## src/rtl/jt1943_objsched.sv

```systemverilog
// jt1943_objsched: per-line sprite scheduler between object RAM and drawer.
// Define JT1943_OBJ_OVF_EN to scan past 23 hits and report sprite overflow.
module jt1943_objsched (
    input  logic       rst,
    input  logic       clk,
    input  logic       cen6,
    input  logic       HINIT,
    input  logic [7:0] VF,
    output logic [8:0] obj_ram_addr,
    input  logic [7:0] obj_ram_data,
    output logic [3:0] pxlcnt,
    output logic [4:0] objcnt,
    output logic [7:0] objbuf_data,
    output logic       obj_ovf
);

    typedef enum logic [2:0] {
        IDLE, YCHK, CP0, CP1, CP2, CP3, NEXT
    } st_t;

    st_t        st;
    logic [6:0] n;
    logic       wb;
    logic [4:0] cnt [2];
    logic [4:0] s;
    logic [7:0] lbuf [256];

    logic [4:0] cnt_w, cnt_rd;
    logic [7:0] vn, objy, objy_end;
    logic       hit;
    logic       buf_we;
    logic [1:0] buf_byte;
    logic [7:0] buf_wa;
    logic [3:0] pxl_nx;
    logic [4:0] s_nx;
    logic       rb_nx;

`ifdef JT1943_OBJ_OVF_EN
    logic       ovf_scan;
`else
    assign obj_ovf = 1'b0;
`endif

    assign cnt_w    = cnt[wb];
    assign cnt_rd   = cnt[~wb];
    assign vn       = VF + 8'd1;
    assign objy     = obj_ram_data - 8'd2;
    assign objy_end = objy + 8'd16;
    assign hit      = (vn >= objy) && (vn < objy_end);
    assign buf_wa   = {wb, cnt_w + 5'd1, buf_byte};
    assign objcnt   = (s != 5'd0 && s <= cnt_rd) ? s : 5'd0;

    // Byte k of an entry arrives one cen6 after its address, i.e. in state CPk
    always_comb begin
        buf_we   = 1'b0;
        buf_byte = 2'd0;
        unique case (st)
            CP0: begin buf_we = 1'b1; buf_byte = 2'd0; end
            CP1: begin buf_we = 1'b1; buf_byte = 2'd1; end
            CP2: begin buf_we = 1'b1; buf_byte = 2'd2; end
            CP3: begin buf_we = 1'b1; buf_byte = 2'd3; end
            default: ;
        endcase
        if (rst || !cen6 || HINIT) buf_we = 1'b0;
    end

    always_comb begin
        pxl_nx = pxlcnt + 4'd1;
        s_nx   = s;
        rb_nx  = ~wb;
        if (pxlcnt == 4'd15 && s != 5'd24) s_nx = s + 5'd1;
        if (HINIT) begin
            pxl_nx = 4'd0;
            s_nx   = 5'd0;
            rb_nx  = wb;
        end
    end

    // NEXT doubles as the y-address fetch so a miss costs two cen6
    always_ff @(posedge clk) begin
        if (rst) begin
            st           <= IDLE;
            n            <= 7'd0;
            wb           <= 1'b0;
            cnt[0]       <= 5'd0;
            cnt[1]       <= 5'd0;
            obj_ram_addr <= 9'd0;
`ifdef JT1943_OBJ_OVF_EN
            ovf_scan     <= 1'b0;
            obj_ovf      <= 1'b0;
`endif
        end else if (cen6) begin
            if (HINIT) begin
                wb           <= ~wb;
                cnt[~wb]     <= 5'd0;
                n            <= 7'd0;
                obj_ram_addr <= {7'd0, 2'd2};
                st           <= YCHK;
`ifdef JT1943_OBJ_OVF_EN
                obj_ovf      <= ovf_scan;
                ovf_scan     <= 1'b0;
`endif
            end else begin
                unique case (st)
                    IDLE: ;
                    YCHK: begin
                        if (!hit) begin
                            st <= NEXT;
                        end else if (cnt_w != 5'd23) begin
                            obj_ram_addr <= {n, 2'd0};
                            st           <= CP0;
                        end else begin
`ifdef JT1943_OBJ_OVF_EN
                            ovf_scan <= 1'b1;
`endif
                            st <= NEXT;
                        end
                    end
                    CP0: begin
                        obj_ram_addr <= {n, 2'd1};
                        st           <= CP1;
                    end
                    CP1: begin
                        obj_ram_addr <= {n, 2'd2};
                        st           <= CP2;
                    end
                    CP2: begin
                        obj_ram_addr <= {n, 2'd3};
                        st           <= CP3;
                    end
                    CP3: begin
                        cnt[wb] <= cnt_w + 5'd1;
`ifdef JT1943_OBJ_OVF_EN
                        st <= NEXT;
`else
                        st <= (cnt_w == 5'd22) ? IDLE : NEXT;
`endif
                    end
                    NEXT: begin
                        if (n == 7'd127) begin
                            st <= IDLE;
                        end else begin
                            n            <= n + 7'd1;
                            obj_ram_addr <= {n + 7'd1, 2'd2};
                            st           <= YCHK;
                        end
                    end
                    default: st <= IDLE;
                endcase
            end
        end
    end

    always_ff @(posedge clk) begin
        if (buf_we) lbuf[buf_wa] <= obj_ram_data;
    end

    // Buffer is read with next-cycle indices so each byte lines up with its pxlcnt
    always_ff @(posedge clk) begin
        if (rst) begin
            pxlcnt      <= 4'd0;
            s           <= 5'd0;
            objbuf_data <= 8'd0;
        end else if (cen6) begin
            pxlcnt      <= pxl_nx;
            s           <= s_nx;
            objbuf_data <= lbuf[{rb_nx, s_nx, pxl_nx[1:0]}];
        end
    end

endmodule

```

## config.mk

```make
export PLATFORM = sky130hd
export DESIGN_NAME = jt1943_objsched
export DESIGN_NICKNAME = d
export VERILOG_FILES = /design/src/rtl/jt1943_objsched.sv
export SDC_FILE = /design/constraint.sdc
export NUM_CORES = 2
export LEC_CHECK = 0
export ABC_AREA = 1
export CAP_MARGIN = 10
export CORE_MARGIN = 2
export CORE_UTILIZATION = 63
export CTS_BUF_LIST = sky130_fd_sc_hd__clkbuf_16
export CTS_CLUSTER_DIAMETER = 120
export CTS_CLUSTER_SIZE = 20
export DETAILED_ROUTE_END_ITERATION = 8
export PLACE_DENSITY_LB_ADDON = 0.1
export SLEW_MARGIN = 20
export SYNTH_ARGS = -nofsm -noshare
export SYNTH_HDL_FRONTEND = slang
export SYNTH_SLANG_ARGS = --single-unit
export TNS_END_PERCENT = 20
```

## constraint.sdc

```tcl
create_clock -name clk -period 4.4 [get_ports clk]
set_input_delay 0.88 -clock clk [delete_from_list [all_inputs] [get_ports clk]]
set_output_delay 0.88 -clock clk [all_outputs]
set_load 0.1 [all_outputs]
```

Word level (Yosys, flattened, before mapping)
Memory sizes are Yosys's and may differ from the RTL's. A register that Yosys moved wholly into a read port is not among the register bits.
Index checks and enable logic that the tools add are counted.
{"block": "op_classes", "add_sub_neg": 7, "order_cmp": 3, "eq_ne": 16, "n_mux": 43, "n_bitwise": 1, "n_reduce_logical": 17}
{"cell": "$pmux W9 S5", "n": 1}
{"cell": "$mux W9", "n": 4}
{"cell": "$mux W5", "n": 5}
{"cell": "$mux W1", "n": 23}
{"cell": "$mux W7", "n": 3}
{"cell": "$pmux W3 S7", "n": 1}
{"cell": "$mux W3", "n": 4}
{"cell": "$add A5 B1 Y5 const B", "n": 2}
{"cell": "$ne A5 B5 Y1 const B", "n": 2}
{"cell": "$reduce_or A5 Y1", "n": 2}
{"cell": "$eq A3 B3 Y1 const B", "n": 3}
{"cell": "$ne A3 B3 Y1 const B", "n": 3}
{"cell": "$add A8 B1 Y8 const B", "n": 1}
{"cell": "$add A8 B5 Y8 const B", "n": 1}
{"cell": "$ge A8 B8 Y1", "n": 1}
{"cell": "$lt A8 B8 Y1", "n": 1}
{"cell": "$sub A8 B2 Y8 const B", "n": 1}
{"cell": "$add A7 B1 Y7 const B", "n": 1}
{"cell": "$eq A7 B7 Y1 const B", "n": 1}
{"cell": "$eq A3 B2 Y1 const B", "n": 2}
{"cell": "$pmux W2 S3", "n": 1}
{"cell": "$reduce_bool A6 Y1", "n": 1}
{"cell": "$eq A5 B5 Y1 const B", "n": 1}
{"cell": "$le A5 B5 Y1", "n": 1}
{"cell": "other kinds (16)", "n": 21}
{"block": "word_totals", "reg_bits": 29, "ram_bits": 2058, "input_bits": 20, "output_inout_bits": 27, "word_cells": 95, "memories": 2}
{"name": "lbuf", "depth": 256, "word_bits": 8, "read_ports": 1, "rd_clocked_by_memory_dff": 1, "wr": 1, "line": "26", "source": "logic [7:0] lbuf [256];"}
{"name": "cnt", "depth": 2, "word_bits": 5, "read_ports": 2, "rd_clocked_by_memory_dff": 1, "wr": 2, "line": "24", "source": "logic [4:0] cnt [2];"}

Logic depth before layout (Yosys ltp)
{"block": "logic_depth", "depth_word": 8, "ltp_mapped": 19, "ltp_nobuf": 18}

Least setup slack after synthesis
OpenSTA, ideal clock, no wires.
{"block": "synth_timing", "kind": "flip-flop to output port", "from": "register wb", "to": "output port objcnt[0]", "t_arrival_ns": 3.046, "required_time_ns": 3.520, "path_slack_ns": 0.474, "stages_incl_launch_ff": 10, "path_buffers": 1, "cell_sequence": "dfxtp_1 clkbuf_1 clkinv_1 o21ai_0 ha_1 a21oi_1 o221ai_1 o21ai_0 o21ai_0 nor2_1"}
{"block": "synth_via", "elab_chain_len": 5}
{"item": "start, declared", "line": "23", "source": "logic wb;"}
{"item": "start signal, assigned", "line": "94", "source": "wb <= ~wb;"}
{"item": "$not A1 Y1", "line": "45", "source": "assign cnt_rd = cnt[~wb];"}
{"item": "$mem_v2 Z2 W5"}
{"item": "$le A5 B5 Y1", "line": "51", "source": "assign objcnt = (s != 5'd0 && s <= cnt_rd) ? s : 5'd0;"}
{"item": "$logic_and A1 B1 Y1", "line": "51"}
{"item": "$mux W5", "line": "51"}
{"item": "end, declared", "line": "12", "source": "output logic [4:0] objcnt,"}
No other way between the ends.

Worst setup path in the final report
{"block": "layout_timing", "from": "register wb", "to": "output port objcnt[4]"}
Same word-level chain as after synthesis.

==> impl.org <==
** Critical path
- The worst setup path is captured at a primary output.
- For the worst flop-to-flop path, the logic depth is 15.
- In this run the worst path has a maximum fanout of 11.
- In this run the register-to-register setup slack is just over 0.7 ns.
- The worst setup path is launched from a register.
- Endpoint of the lowest-slack register-to-register path :: objbuf_data[0]
- The startpoint identified for the worst register-to-register timing path is pxlcnt[0].
- Required arrival time at the worst endpoint :: 3.52 ns
- Kind of critical path :: register to primary output
- Data arrival time of the worst path :: 3.30 ns

** STA
- Worst max-slew margin expressed relative to the limit :: roughly 30%
- Adding up every negative setup slack in the final design gives 0 ns.
- Hold timing on the final database bottoms out at a slack of 0.378 ns.
- After layout, the minimum clock period comes to 4.18 ns.
- Final count of negative-setup-slack endpoints :: 0
- Timing would allow up to 239 MHz.
- The count of pins over their slew limit was 0.
- Clock Skew :: 0.0339 ns
- In the finished design, the share of the clock period the worst path needs comes to 95.1%.
- Slew at the pin closest to its max-slew limit :: 1.05 ns
- The number of hold-slack violations in the final timing report is 0.
- Unrepaired setup endpoints after global routing :: no

** Power
- Sw power :: between 8 and 9 mW
- Total power for the finished layout comes to 36.4 mW.
- For this design the ratio of total power to cell area is 385 nW/µm².
- Cell internal power was estimated by the tool at 27.6 mW.
- Share of power burned in combinational logic :: 9.9%
- Worst vdd ir :: ~420 µV
- Power share of the clock group :: between 20 and 30%
- Leakage power figure :: 34.1 nW
- Reg power frac :: 60.3%
- Switching Share :: between 20% and 30%

** Finish
- Cells fill roughly 70% of the core in the end.
- Area of all placed cells without fillers :: approximately 95000 µm²
- Of the cells placed in the final design, the portion with a size suffix greater than 1 is 8.97%.
- Leaving out fill and tap cells, the most frequent cell in the layout is sky130_fd_sc_hd__nand2_1.
- Layout overhead on the synthesized area :: 9.96%
- FF+latch area :: approximately 63000 µm²
- Commonest non-fill, non-tap cells in the layout :: sky130_fd_sc_hd__nand2_1 (2637), sky130_fd_sc_hd__edfxtp_1 (2058), sky130_fd_sc_hd__nand3_1 (1040)
- The final layout contains 7622 nets.
- Area used by multi-input combinational logic :: 21000 µm²
- Number of filler instances in the final layout :: 9640

** Global routing
- The number of antenna violations at the first check in global routing is 5.
- Remaining global-route overflow :: 0
- Global router's overall resource usage :: approximately a third
- Entering global routing, the biggest net connects 186 pins.
- First-pass GRT wire length :: 345000 µm
- The number of global-route vias before repair was 56500.

** Clock tree
- In this run the clock root is driven by a sky130_fd_sc_hd__clkbuf_16.
- Total clock sinks :: 2096
- Buffers inserted during clock tree synthesis total 115.
- Worst-path clk slew :: 0.08 ns
- Maximum level of the CTS H-tree :: 3
- Number of hold-repair buffers added at the cts stage :: 0
- Maximum count of clock buffers along a single path :: 3
- For the worst-skew pair, the clock arrives at the later sink with an insertion delay of 0.79 ns.
- In this run the post-CTS setup repair buffer count came out at 0.
- TritonCTS built the clock tree.

** Logic synthesis
- Arithmetic-cell share of the synthesized area counting full adders, half adders and majority gates :: 0.465%
- Syn. warnings :: 0
- Counting every instance in the synthesized netlist gives between 7000 and 8000.
- Post-synthesis mux area share :: 0%
- Register area share after synthesis :: between 70% and 80%
- The most used flip-flop cell after synthesis is sky130_fd_sc_hd__edfxtp_1.
- In this run, synthesis inferred between 2000 and 2500 flip-flops with an integrated enable.
- In this run the mean area of a mapped cell was ~12 µm².
- Area share of xor/xnor cells in the synthesized design :: 0.192%
- The share of synthesized area in the top cell type comes to between 70% and 80%.
- Complex-gate fraction of the synthesized area :: under 10%
- Mapped cell area :: 86000 µm²
- Summed over all instances, the cell type with the most area after synthesis is sky130_fd_sc_hd__edfxtp_1.
- After Yosys synthesis, and, or, nand and nor cells account for 19.4% of the synthesized area.
- Counting distinct cell types in the post-synthesis netlist gives 44.
- Of all flip-flops after synthesis, the portion carrying an async set or reset was 0%.
- Net count of the mapped netlist :: 7443
- After synthesis the netlist holds a flip-flop and latch count of 2096.
- By area, the combinational part of the netlist is dominated by simple AND/OR/NAND/NOR gates.
- After synthesis, the cell types taking the most area are sky130_fd_sc_hd__edfxtp_1 (72%), sky130_fd_sc_hd__nand2_1 (12%), sky130_fd_sc_hd__nand3_1 (6.1%), sky130_fd_sc_hd__o22ai_1 (3.7%), sky130_fd_sc_hd__buf_2 (1.7%).

** Detailed routing
- The routed layout has 58800 vias.
- Detailed-routing iteration count for the pre-antenna-repair pass :: 6
- The detailed router finished its first iteration with 8055 violations.
- The detail route stage leaves a number of antenna-violating nets equal to 0.
- Residual DRC :: 0
- After detailed routing, the average wire length per cell comes to 24.5 µm.
- Vias/cell :: 6.26
- The final layout contains routed wiring with a total length of about 230000 µm.

** Outcome
- The flow ran to the end, and the final reports show no timing, DRC or antenna violations.

** Floorplan
- Die Area :: 140000 µm²
- Floorplan core area :: 135000 µm²
- Measured along the y axis, the die boundary spans 374 µm.
- The die is 374 µm wide.
- Initial Util :: approximately 64%
- 47 I/O pins were placed.
- Row generation in the floorplan step produced 135 rows.

** Place
- The wire-length estimate of the detail-placed layout is around 140000 µm.
- Port buffer count :: 45
- Area after DPL :: 91500 µm²
- The congestion estimate from routability-driven global placement came to 0.912.

** Worst hold path
- Cell count of the worst hold path :: 1
- Hold path startpoint :: obj_ram_data[1]
- The worst hold path belongs to the class input pin to register.
- The path with the worst hold slack has its endpoint at lbuf[219][1].

** Flow run
- Across the run, the number of max-cap violations was 0.
==> area by class of cell <==
type	count	share of cell area (%)
Antenna cell	1	0.00265
Sequential cell	2096	66.1
Clock inverter	43	0.287
Tap cell	1781	2.36
Clock buffer	115	3.04
Inverter	78	0.332
Timing Repair Buffer	552	5.64
Multi-Input combinational cell	4727	22.2
==> worst max-delay path by stage <==
stage | start | to | depth (start not counted)
floorplan | wb | objcnt[0] | 9
global placement | cen6 | lbuf[8][5] | 12
detailed placement | cen6 | lbuf[8][5] | 12
CTS | wb | objcnt[4] | 9
global route | wb | objcnt[4] | 9
finish | wb | objcnt[4] | 9
==> worst max-delay path, stage by stage, from the launching register on <==
cell and delay [ns]:
sky130_fd_sc_hd__dfxtp_2 0.49, sky130_fd_sc_hd__clkinv_2 0.21, sky130_fd_sc_hd__o21ai_0 0.28, sky130_fd_sc_hd__ha_1 0.32, sky130_fd_sc_hd__a21oi_1 0.14, sky130_fd_sc_hd__o221ai_1 0.12
sky130_fd_sc_hd__o21ai_0 0.13, sky130_fd_sc_hd__o21ai_0 0.26, sky130_fd_sc_hd__nor2_1 0.35, sky130_fd_sc_hd__buf_12 0.23
==> layer usage <==
metal | GRT usage [%] | wire [µm]
met5 | 0 | 48
met2 | 51.5 | 107000
met1 | 46.4 | 88400
met3 | 6.09 | 25900
met4 | 12.4 | 9290
==> stage by stage <==
step / std cells / setup slack, ns
3_3_place_gp: 9234 / 0.186
4_1_cts: 9392 / 0.0172
6_report: 9393 / 0.216
2_1_floorplan: 7391 / 0.474
5_1_grt: 9392 / 0.0386
3_5_place_dp: 9234 / 0.264
==> power groups by stage <==
stage	Sequential [mW]	Combinational, mW	Clock [mW]
after detailed placement	22.4	3.56	0
after CTS	21.9	3.57	10.9
after global placement	22.4	3.51	0
after global routing	21.9	3.92	11.6
after floorplan	22.5	1.99	0
final	21.9	3.62	10.8
==> kinds of logic (layout without fill, tap and decap cells) <==
kind of cell / after synthesis / after routing
adders and majority gates: 32 / 32
other: 1 / 2
AOI/OAI and AO/OA: 604 / 604
buffers and inverters: 568 / 788
DFF: 2096 / 2096
xor gates and xnor gates: 18 / 18
and+or+nand+nor: 4072 / 4072
==> cell usage after synthesis, types with 2 or more instances <==
cell type,n
sky130_fd_sc_hd__nor3b_1,2
sky130_fd_sc_hd__nand2_1,2653
sky130_fd_sc_hd__xor2_1,11
sky130_fd_sc_hd__nor2_1,356
sky130_fd_sc_hd__nand3_2,2
sky130_fd_sc_hd__o21ai_0,49
sky130_fd_sc_hd__nor3_1,4
sky130_fd_sc_hd__inv_1,70
sky130_fd_sc_hd__nand4_1,4
sky130_fd_sc_hd__nor2_2,2
sky130_fd_sc_hd__clkinv_1,2
sky130_fd_sc_hd__ha_1,32
sky130_fd_sc_hd__o211ai_1,2
sky130_fd_sc_hd__a31oi_1,2
sky130_fd_sc_hd__clkbuf_1,163
sky130_fd_sc_hd__a21oi_1,33
sky130_fd_sc_hd__buf_2,296
sky130_fd_sc_hd__o21ai_1,4
sky130_fd_sc_hd__o22ai_1,507
sky130_fd_sc_hd__buf_1,18
sky130_fd_sc_hd__xnor2_1,6
sky130_fd_sc_hd__inv_2,5
sky130_fd_sc_hd__buf_4,12
sky130_fd_sc_hd__dfxtp_1,38
sky130_fd_sc_hd__nand3_1,1042
sky130_fd_sc_hd__edfxtp_1,2058
==> flip-flops by register name, summed over array words and instances, names as in the netlist, named ones only <==
register / flops
st: 3
pxlcnt: 4
n: 7
cnt: 10
objbuf_data: 8
obj_ram_addr: 9
s: 5
wb: 1
lbuf: 2048
==> what timing repair did <==
action                                  4_1_cts  5_1_grt
gates resized for setup                       1        1
endpoints found under the setup margin        5        5
hold endpoints to repair                      0        0
(Power assumes the default switching activity.)
